File: src/rtl/cnt_sched_pkg.sv
// Shared types and constants for the counter scheduler.
package cnt_sched_pkg;

    // Default counter width in bits.
    localparam int CNT_W_DEFAULT = 3;

    // Job lifecycle: wait for a request, load the start value, count, report completion.
    typedef enum logic [1:0] {
        ST_IDLE = 2'd0,
        ST_LOAD = 2'd1,
        ST_RUN  = 2'd2,
        ST_DONE = 2'd3
    } state_t;

endpackage : cnt_sched_pkg

File: src/rtl/rr_arb2.sv
// Two-way round-robin arbiter, purely combinational.
// A lone request always wins; on a tie the pointer names the winner.
module rr_arb2 (
    input  logic [1:0] req,
    input  logic       ptr,
    output logic [1:0] winner
);

    // One-hot winner selection; no request gives no winner.
    always_comb begin
        winner = 2'b00;
        case (req)
            2'b01:   winner = 2'b01;
            2'b10:   winner = 2'b10;
            2'b11:   winner = ptr ? 2'b10 : 2'b01;
            default: winner = 2'b00;
        endcase
    end

endmodule : rr_arb2

File: src/rtl/cnt_sched.sv
// Counter job scheduler: two requesters compete for a single up-counter.
// The winner's load value is counted up to all-ones, then a done pulse is
// returned to it. Every output comes straight from a register.
module cnt_sched
    import cnt_sched_pkg::*;
#(
    parameter int W = CNT_W_DEFAULT
) (
    input  logic           clk,
    input  logic           rst,
    input  logic [1:0]     req,
    input  logic [2*W-1:0] ld_val,
    input  logic           hold,
    output logic [1:0]     gnt,
    output logic [1:0]     done,
    output logic [W-1:0]   q,
    output logic           busy,
    output logic           owner
);

    localparam logic [W-1:0] Q_MAX = '1;

    state_t         r_state;
    state_t         w_state_next;
    logic [W-1:0]   r_q;
    logic [W-1:0]   w_q_next;
    logic [W-1:0]   r_ld;
    logic [W-1:0]   w_ld_next;
    logic [1:0]     r_gnt;
    logic [1:0]     w_gnt_next;
    logic [1:0]     r_done;
    logic [1:0]     w_done_next;
    logic           r_busy;
    logic           w_busy_next;
    logic           r_owner;
    logic           w_owner_next;
    logic           r_ptr;
    logic           w_ptr_next;

    logic [1:0]     w_win;
    logic [W-1:0]   w_ld_sel;

    rr_arb2 u_arb (
        .req    (req),
        .ptr    (r_ptr),
        .winner (w_win)
    );

    // Load value belonging to whichever requester wins this cycle.
    assign w_ld_sel = w_win[1] ? ld_val[W +: W] : ld_val[0 +: W];

    // Next-state and next-output logic; registers hold unless a state says otherwise.
    always_comb begin
        w_state_next = r_state;
        w_q_next     = r_q;
        w_ld_next    = r_ld;
        w_gnt_next   = 2'b00;
        w_done_next  = 2'b00;
        w_busy_next  = r_busy;
        w_owner_next = r_owner;
        w_ptr_next   = r_ptr;

        case (r_state)
            ST_IDLE: begin
                // Requests are only looked at here; elsewhere they are ignored.
                if (req != 2'b00) begin
                    w_state_next = ST_LOAD;
                    w_owner_next = w_win[1];
                    w_ld_next    = w_ld_sel;
                    w_gnt_next   = w_win;
                    w_busy_next  = 1'b1;
                end
            end
            ST_LOAD: begin
                w_q_next     = r_ld;
                w_state_next = ST_RUN;
            end
            ST_RUN: begin
                // Saturating count: reaching all-ones ends the job instead of wrapping.
                if (!hold) begin
                    if (r_q == Q_MAX) begin
                        w_state_next = ST_DONE;
                        w_done_next  = r_owner ? 2'b10 : 2'b01;
                    end else begin
                        w_q_next = r_q + W'(1);
                    end
                end
            end
            ST_DONE: begin
                // Hand priority to the requester that did not just finish.
                w_state_next = ST_IDLE;
                w_busy_next  = 1'b0;
                w_ptr_next   = ~r_owner;
            end
            default: begin
                w_state_next = ST_IDLE;
                w_busy_next  = 1'b0;
            end
        endcase
    end

    // State and output registers with synchronous active-low reset.
    always_ff @(posedge clk) begin
        if (!rst) begin
            r_state <= ST_IDLE;
            r_q     <= '0;
            r_ld    <= '0;
            r_gnt   <= 2'b00;
            r_done  <= 2'b00;
            r_busy  <= 1'b0;
            r_owner <= 1'b0;
            r_ptr   <= 1'b0;
        end else begin
            r_state <= w_state_next;
            r_q     <= w_q_next;
            r_ld    <= w_ld_next;
            r_gnt   <= w_gnt_next;
            r_done  <= w_done_next;
            r_busy  <= w_busy_next;
            r_owner <= w_owner_next;
            r_ptr   <= w_ptr_next;
        end
    end

    assign gnt   = r_gnt;
    assign done  = r_done;
    assign q     = r_q;
    assign busy  = r_busy;
    assign owner = r_owner;

endmodule : cnt_sched

File: config.mk
export PLATFORM = sky130hd
export DESIGN_NAME = cnt_sched
export DESIGN_NICKNAME = d
export VERILOG_FILES = /design/src/rtl/cnt_sched_pkg.sv /design/src/rtl/rr_arb2.sv /design/src/rtl/cnt_sched.sv
export SDC_FILE = /design/constraint.sdc
export NUM_CORES = 1
export LEC_CHECK = 0
export CAP_MARGIN = 5
export CORE_MARGIN = 5
export CORE_UTILIZATION = 45
export CTS_CLUSTER_DIAMETER = 50
export DETAILED_ROUTE_END_ITERATION = 10
export MAX_ROUTING_LAYER = met4
export PLACE_DENSITY = 0.8
export SLEW_MARGIN = 20
export SYNTH_ARGS = -nofsm -noshare
export SYNTH_HDL_FRONTEND = slang
export SYNTH_SLANG_ARGS = --single-unit
File: constraint.sdc
create_clock -name clk -period 2.55 [get_ports clk]
set_input_delay 0.3825 -clock clk [delete_from_list [all_inputs] [get_ports clk]]
set_output_delay 0.3825 -clock clk [all_outputs]
set_load 0.02 [all_outputs]
==> flow_summary.yaml, run 1 <==
status:
  status: "finished, final reports clean"
timing:
  drv_slew: 0
  rsz0062_at_grt: "false"
  min_period_over_period_pct: 67.5
  holdWs_ns: 0.496
  finalSetupTns_ns: 0
  max_slew.worst_pin.slew_ns: 0.481
  fmax_ghz: 0.581
  slew_headroom_pct: 67.9
  hold_violations: 0
  fin_crit_ns: 1.72
  setup_violations: 0
  finClkSkew_ns: 0.0101
synth:
  ys_seq_area_share_pct: 40.7
  postSynthCellCount: 76
  synth_area_um2: 738
  ys_seq_elements: 15
  synthesis.nets: 93
  ys_types: 29
  yosysWarnings: 0
  synth.avg_cell_area_um2: 9.71
clock_network:
  cts_tree: "built"
  cts-root-buf: "clkbuf_4"
  cts.sinks: 15
  cts_setup_buffers: 0
  htreeDepth: 1
  clockBufferDepth: 2
  clk_latency_ns: 0.29
  cts.clk_slew.worst_paths_ns: 0.10
  cts_buffers: 3
  ctsHoldBuffers: 0
  cts_resized: 0
die:
  dieArea_mm2: 0.00255
  io_pins: 20
  core_area_mm2: 0.00152
  initial_core_util_pct: 48.4
  rows: 14
  die_x_um: 50.5
  die_y_um: 50.5
finish:
  instances_no_fill: 112
  multiInputGateArea_um2: 405
  area_growth_pct: 29.3
  stdcell_area_um2: 955
  final_util_pct: 62.6
  fill_cells: 129
  n_antenna_cell: 0
  nets: 114
  regArea_um2: 300
  drive_above_1_share_pct: 9.38
grt:
  grt-ovfl-total: 0
  grt_pass1_vias: 596
  antenna_found_initial: 0
  grt_pass1_wl_um: 2570
  grt_max_degree: 16
  grtUsageTotal_pct: 13.3
drt:
  wl_per_cell_um: 12.9
  ant_nets: 0
  vias: 608
  drt_iter0_markers: 11
  route.detailed.vias_per_inst: 5.43
  drc: 0
  first_pass_iters: 4
  wl_um: 1450
hold_path:
  holdPathStages: 1
  worst_hold_path_type: "reg2reg"
  hold_start: "owner"
  hold_end: "done[0]"
placed_design:
  post_dp_cell_area_um2: 927
  port_buffers: 19
  gp_congestion: 0.813
  dpl.cell_count: 108
  dp.final_hpwl_um: 1130
setup_path:
  cp-end-kind: "output port"
  cp_max_fo: 4
  critPathTopFamily: "buffers and inverters"
  critPathBufInv: 1
  slowest_delay_ns: 0.63
  reg2reg_depth: 5
  cp-startpoint: "owner"
  arrival_ns: 1.34
  crit_chain: "clkdlybuf4s50_1"
  reg2reg_setup_slack_ns: 1.04
  cpMaxStageDelayCell: "clkdlybuf4s50_1"
  path_class: "reg2out"
  crit_required_ns: 2.17
  startpoint_type: "register"
  rr_startpoint: "r_state[0]"
  r2r_end: "q[2]"
power:
  leakage_uw: 0.000385
  p_per_area_mw_per_mm2: 911
  vdd_drop_max_v: 0.000576
run:
  maxCapViolations: 0
## power breakdown
part	leakage, µW	internal, µW	total [µW]	switching [µW]
Sequential	0.000123	297	343	46.8
Clock	0.0000177	58.3	137	79.0
Combinational	0.000244	191	389	198
## synth_stat cells
| cell | count | area (µm²) |
|---|---|---|
| nor3_2 | 1 | 10.0 |
| and2_1 | 1 | 6.26 |
| nand4b_1 | 1 | 8.76 |
| o311a_1 | 2 | 20.0 |
| nor3_1 | 6 | 30.0 |
| o21ai_1 | 1 | 5.00 |
| a21oi_1 | 1 | 5.00 |
| nand2b_1 | 2 | 12.5 |
| inv_1 | 3 | 11.3 |
| nor2_1 | 5 | 18.8 |
| mux2i_1 | 3 | 30.0 |
| o21a_1 | 2 | 15.0 |
| nand3_1 | 1 | 5.00 |
| a21bo_2 | 1 | 10.0 |
| o21bai_1 | 1 | 7.51 |
| ha_1 | 6 | 75.1 |
| nor3b_4 | 1 | 18.8 |
| buf_6 | 1 | 11.3 |
| nand2_1 | 5 | 18.8 |
| buf_2 | 2 | 10.0 |
| a211oi_2 | 1 | 12.5 |
| a21boi_0 | 1 | 7.51 |
| o221a_2 | 1 | 11.3 |
| o21ai_0 | 5 | 25.0 |
| nor3b_1 | 3 | 22.5 |
| dfxtp_1 | 15 | 300 |
| a22oi_1 | 1 | 7.51 |
| nor2b_1 | 2 | 12.5 |
| o211a_1 | 1 | 10.0 |
## worst max-delay path by stage
stage               to  cells after the start
6_report         owner                      1
3_3_place_gp   r_ld[1]                      4
4_1_cts          owner                      1
5_1_grt           q[0]                      1
2_1_floorplan     q[1]                      5
3_5_place_dp   r_ld[0]                      3
## state kept, by name, summed over array words and instances (netlist names)
name / flops
q: 3
r_ld: 3
done: 2
gnt: 2
r_state: 2
busy: 1
owner: 1
r_ptr: 1
## layer usage
metal  vias to the layer above  global-route usage, %  share of wire, %
met5                         -                      -                 0
met4                         0                   6.38               2.1
met3                         4                   2.96               5.0
met2                        14                   20.9                48
met1                       280                   15.8                45
li1                        310                      -                 -
## per-stage QoR
| stage | power (µW) | setup WS, ns |
|---|---|---|
| after floorplan | 621 | 1.05 |
| after global placement | 728 | 0.963 |
| after detailed placement | 740 | 0.952 |
| after CTS | 878 | 0.803 |
| after global routing | 948 | 0.761 |
| final | 870 | 0.828 |
## cells by family after synthesis
logic type                 Yosys count  share of synthesized area (%)
adders and majority gates            6                           10.2
buffers and inverters                6                           4.41
AOI/OAI and AO/OA                   18                           18.5
and+or+nand+nor                     28                           22.2
muxes                                3                           4.07
DFF                                 15                           40.7
## area by class of cell
class	count	area share [%]
multi-input combinational	55	42.5
tap	16	2.10
clock inverter	1	0.524
sequential	15	31.5
inverter	3	1.18
clock buffer	3	2.36
timing repair buffer	19	19.9
## cells in the final DEF, fill, tap and decap left out, types with 2 or more instances in the layout
cell type / instances
dfxtp_1: 15
o311a_1: 2
inv_1: 3
mux2i_1: 3
nand2b_1: 2
nor3b_1: 3
clkbuf_4: 3
nor2_1: 5
clkdlybuf4s50_1: 19
ha_1: 6
nand2_1: 5
o21ai_0: 5
o21a_1: 2
nor3_1: 6
nor2b_1: 2
(Power assumes the default switching activity.)
==> inputs of run 2 (changes only) <==
--- a/config.mk
+++ b/config.mk
@@ -7,11 +7,11 @@
 export LEC_CHECK = 0
 export CAP_MARGIN = 5
 export CORE_MARGIN = 5
-export CORE_UTILIZATION = 45
+export CORE_UTILIZATION = 41
 export CTS_CLUSTER_DIAMETER = 50
 export DETAILED_ROUTE_END_ITERATION = 10
 export MAX_ROUTING_LAYER = met4
-export PLACE_DENSITY = 0.8
+export PLACE_DENSITY = 0.77
 export SLEW_MARGIN = 20
 export SYNTH_ARGS = -nofsm -noshare
 export SYNTH_HDL_FRONTEND = slang
==> constraint.sdc (replaced) <==
create_clock -name clk -period 1.5 [get_ports clk]
set_input_delay 0.225 -clock clk [delete_from_list [all_inputs] [get_ports clk]]
set_output_delay 0.225 -clock clk [all_outputs]
set_load 0.02 [all_outputs]
==> flow_summary.yaml, run 2 (same netlist as run 1, synthesis figures left out) <==
grt:
  grt_max_degree: 13
  grt-ovfl-total: 0
  grt_pass1_wl_um: 2480
  grt_pass1_vias: 573
  grtUsageTotal_pct: 12.8
  antenna_found_initial: 0
drt:
  wl_um: 1580
  drc: 0
  first_pass_iters: 2
  wl_per_cell_um: 12.5
  drt_iter0_markers: 9
  vias: 626
  ant_nets: 0
  route.detailed.vias_per_inst: 4.97
finish:
  multiInputGateArea_um2: 410
  area_growth_pct: 36.4
  stdcell_area_mm2: 0.00101
  fill_cells: 165
  final_cell_mix: "14 x dfxtp_1, 14 x clkdlybuf4s50_1, 6 x nor3_1"
  nets: 119
  drive_above_1_share_pct: 16.8
  n_antenna_cell: 0
  regArea_um2: 302
clock_network:
  htreeDepth: 1
  cts-root-buf: "clkbuf_4"
  cts_buffers: 3
  cts_tree: "built"
  cts.sinks: 15
  clk_latency_ns: 0.29
  ctsHoldBuffers: 0
  cts.clk_slew.worst_paths_ns: 0.10
  clockBufferDepth: 2
hold_path:
  hold_start: "owner"
  holdPathStages: 1
  worst_hold_path_type: "reg2reg"
  hold_end: "done[0]"
setup_path:
  crit_chain: "inv_1 > ha_1 > nor3b_4 > buf_4 > o311a_1"
  crit_required_ns: 1.70
  reg2reg_depth: 5
  slowest_delay_ns: 0.37
  cpMaxStageDelayCell: "dfxtp_2"
  r2r_end: "q[1]"
  path_class: "reg2reg"
  reg2reg_setup_slack_ns: 0.05
  arrival_ns: 1.65
  rr_startpoint: "r_state[0]"
  cp-end-kind: "register"
  cp-startpoint: "r_state[0]"
  cp_max_fo: 6
  startpoint_type: "register"
status:
  status: "finished, final reports clean"
power:
  p_per_area_mw_per_mm2: 1500
  leakage_uw: 0.000437
  vdd_drop_max_v: 0.000763
die:
  io_pins: 20
  rows: 15
  dieArea_mm2: 0.00275
  die_x_um: 52.4
  core_area_mm2: 0.00173
  die_y_um: 52.4
  initial_core_util_pct: 42.8
timing:
  hold_violations: 0
  fmax_ghz: 0.689
  setup_violations: 0
  drv_slew: 0
  finClkSkew_ns: 0.0124
  min_period_over_period_pct: 96.7
  slew_headroom_pct: 72.8
  finalSetupTns_ns: 0
  max_slew.worst_pin.slew_ns: 0.407
  rsz0062_at_grt: "false"
  fin_crit_ns: 1.45
placed_design:
  post_dp_cell_area_um2: 968
  dp.final_hpwl_um: 1210
  port_buffers: 19
  gp_congestion: 0.786
run:
  maxCapViolations: 0
-- run 2: cell types whose count changed in the layout (fill, tap and decap cells not counted), moves of 2 or more --
| cell | delta |
|---|---|
| buf_4 | +5 |
| clkdlybuf4s50_1 | -5 |
| dlygate4sd2_1 | +4 |
| o21ai_0 | -2 |
| o21ai_1 | +2 |
-- run 2: worst max-delay path by stage --
stage,end,cells past startpoint,slack (ns)
floorplan,q[1],5,0.0004
global placement,owner,4,0.08
detailed placement,q[1],5,0.02
CTS,q[2],5,0.007
global route,q[1],5,0.002
finish,q[1],5,0.05
-- run 2: final cells by class --
type,instances,share of cell area (%)
clock buffers,3,2.24
clock inverters,1,0.497
inverters,3,1.12
multi-input cells,55,40.7
flip-flops and latches,15,29.9
well taps,25,3.11
repair buffers,24,22.4
-- run 2: what timing repair did --
action                                 in CTS  in global routing
setup endpoints to repair                   4                  4
endpoints found under the hold margin       0                  0
resized for setup                           4                  6
buffers inserted                            0                  1
pin swaps                                   0                  1
-- run 2: where the power goes --
| group | internal [µW] | switching, µW | leakage, µW |
|---|---|---|---|
| sequential | 507 | 71.6 | 0.000124 |
| clock | 99.3 | 135 | 0.0000177 |
| combinational | 338 | 359 | 0.000296 |
| total | 944 | 566 | 0.000437 |
-- run 2: routing by layer --
| metal | track usage (%) | vias to the layer above | routed length, µm |
|---|---|---|---|
| li1 | - | 323 | - |
| met1 | 14.9 | 287 | 749 |
| met2 | 20.2 | 14 | 707 |
| met3 | 5.70 | 2 | 111 |
| met4 | 2.55 | 0 | 10 |
| met5 | - | - | 0 |
-- run 2: metrics by stage --
| stage | utilization [%] | std cells | worst slack [ns] | power (µW) | hold slack [ns] |
|---|---|---|---|---|---|
| 2_1_floorplan | - | 76 | 0.000400 | 1060 | 0.366 |
| 3_3_place_gp | 56.1 | 121 | 0.0816 | 1270 | 0.459 |
| 3_5_place_dp | 56.1 | 121 | 0.0192 | 1290 | 0.457 |
| 4_1_cts | 57.4 | 125 | 0.00681 | 1500 | 0.467 |
| 5_1_grt | 58.3 | 126 | 0.00163 | 1620 | 0.470 |
| 6_report | 58.3 | 126 | 0.0491 | 1510 | 0.462 |
-- run 2: worst max-delay path: cells and delay by family, from the launching register on --
family          cells  cell delay [ns]
flops               1             0.37
simple gates        1             0.20
buf+inv             2             0.20
compound gates      1             0.31
fa+ha+maj           1             0.27
==> inputs of run 3 (changes only) <==
--- a/config.mk
+++ b/config.mk
@@ -9,9 +9,11 @@
 export CORE_MARGIN = 5
 export CORE_UTILIZATION = 41
 export CTS_CLUSTER_DIAMETER = 50
+export CTS_CLUSTER_SIZE = 10
 export DETAILED_ROUTE_END_ITERATION = 10
 export MAX_ROUTING_LAYER = met4
 export PLACE_DENSITY = 0.77
+export SKIP_CTS_REPAIR_TIMING = 1
 export SLEW_MARGIN = 20
 export SYNTH_ARGS = -nofsm -noshare
 export SYNTH_HDL_FRONTEND = slang
==> flow_summary.yaml, run 3 (same netlist as run 1, synthesis figures left out) <==
drt:
  route.detailed.vias_per_inst: 5.02
  wl_per_cell_um: 12.6
  drc: 0
  ant_nets: 0
  vias: 632
  wl_um: 1590
  drt_iter0_markers: 9
  first_pass_iters: 2
finish:
  nets: 119
  drive_above_1_share_pct: 16.8
  area_growth_pct: 38.6
  stdcell_area_mm2: 0.00102
  n_antenna_cell: 0
  instances_no_fill: 126
  final_util_pct: 59.3
  final_cell_mix: "15 x dfxtp_1, 14 x clkdlybuf4s50_1, 6 x nor3_1"
  layout_commonest_cell: "dfxtp_1"
power:
  p_per_area_mw_per_mm2: 1490
  p_total_uw: 1530
  vdd_drop_max_v: 0.000764
  leakage_uw: 0.000484
die:
  dieArea_mm2: 0.00275
  die_x_um: 52.4
  io_pins: 20
  core_area_mm2: 0.00173
  rows: 15
  initial_core_util_pct: 42.8
  die_y_um: 52.4
clock_network:
  clk_latency_ns: 0.29
  clockBufferDepth: 2
  cts-root-buf: "clkbuf_4"
  htreeDepth: 1
  cts.sinks: 15
  cts.clk_slew.worst_paths_ns: 0.10
  cts_buffers: 3
  cts_tree: "built"
timing:
  max_slew.worst_pin.slew_ns: 0.407
  slew_headroom_pct: 72.8
  drv_slew: 0
  finClkSkew_ns: 0.0126
  fin_ws_ns: 0.0465
  setup_violations: 0
  min_period_over_period_pct: 96.9
  fmax_ghz: 0.688
  hold_violations: 0
  fin_crit_ns: 1.45
setup_path:
  critPathBufInv: 2
  slowest_delay_ns: 0.41
  cp_max_fo: 6
  startpoint_type: "register"
  arrival_ns: 1.65
  cpMaxStageDelayCell: "dfxtp_1"
  crit_chain: "inv_1 > ha_2 > nor3b_4 > buf_4 > o311a_1"
  path_class: "reg2reg"
  critPathTopFamily: "flip-flops"
  cp-end-kind: "register"
  crit_required_ns: 1.70
grt:
  grt_pass1_vias: 573
  antenna_found_initial: 0
  grt_pass1_wl_um: 2480
  grt-ovfl-total: 0
  grtUsageTotal_pct: 12.8
  grt_max_degree: 13
placed_design:
  port_buffers: 19
  dpl.cell_count: 121
  gp_congestion: 0.786
  dp_slack_ns: 0.0192
  post_dp_cell_area_um2: 968
  dp.final_hpwl_um: 1210
status:
  status: "finished, final reports clean"
run:
  maxCapViolations: 0
hold_path:
  worst_hold_path_type: "reg2reg"
[run 3: changes by cell type in the layout (fill, tap and decap cells not counted)]
cell            previous run  this run
dfxtp_1                   14        15
dfxtp_2                    1         0
dlygate4sd2_1              4         0
dlymetal6s2s_1             1         5
ha_1                       5         4
ha_2                       1         2
o21ai_0                    3         4
o21ai_1                    3         2
[run 3: final timing paths]
check	from	endpoint	slack, ns	depth (start not counted)
setup / recovery	r_state[0]	q[1]	0.05	5
hold / removal	owner	done[0]	0.46	1
hold reg to reg	owner	done[0]	0.46	1
setup reg to reg	r_state[0]	q[1]	0.05	5
[run 3: final cells by class]
cell class	count	area (µm²)
fillers	161	703
multi-input cells	55	413
flip-flops and latches	15	300
repair buffers	24	240
well taps	25	31.3
clock buffers	3	22.5
inverters	3	11.3
clock inverters	1	5.00
[run 3: where the power goes]
part           leakage, µW  internal [µW]  switching [µW]
clock            0.0000177           99.3             136
sequential        0.000123            504            72.1
combinational     0.000343            356             358
total             0.000484            960             565
[run 3: layer usage]
layer / global-route usage (%) / share of wire [%] / vias to the layer above
met1: 14.9 / 46 / 293
met4: 2.55 / 0.63 / 0
met3: 5.70 / 7.1 / 2
li1: - / - / 323
met2: 20.2 / 46 / 14
met5: - / 0 / -
[run 3: through the flow]
| stage | hold slack (ns) | TNS [ns] |
|---|---|---|
| after floorplan | 0.366 | 0 |
| after global placement | 0.459 | 0 |
| after detailed placement | 0.457 | 0 |
| after CTS | 0.469 | -0.143 |
| after global routing | 0.470 | -0.00225 |
| final | 0.462 | 0 |
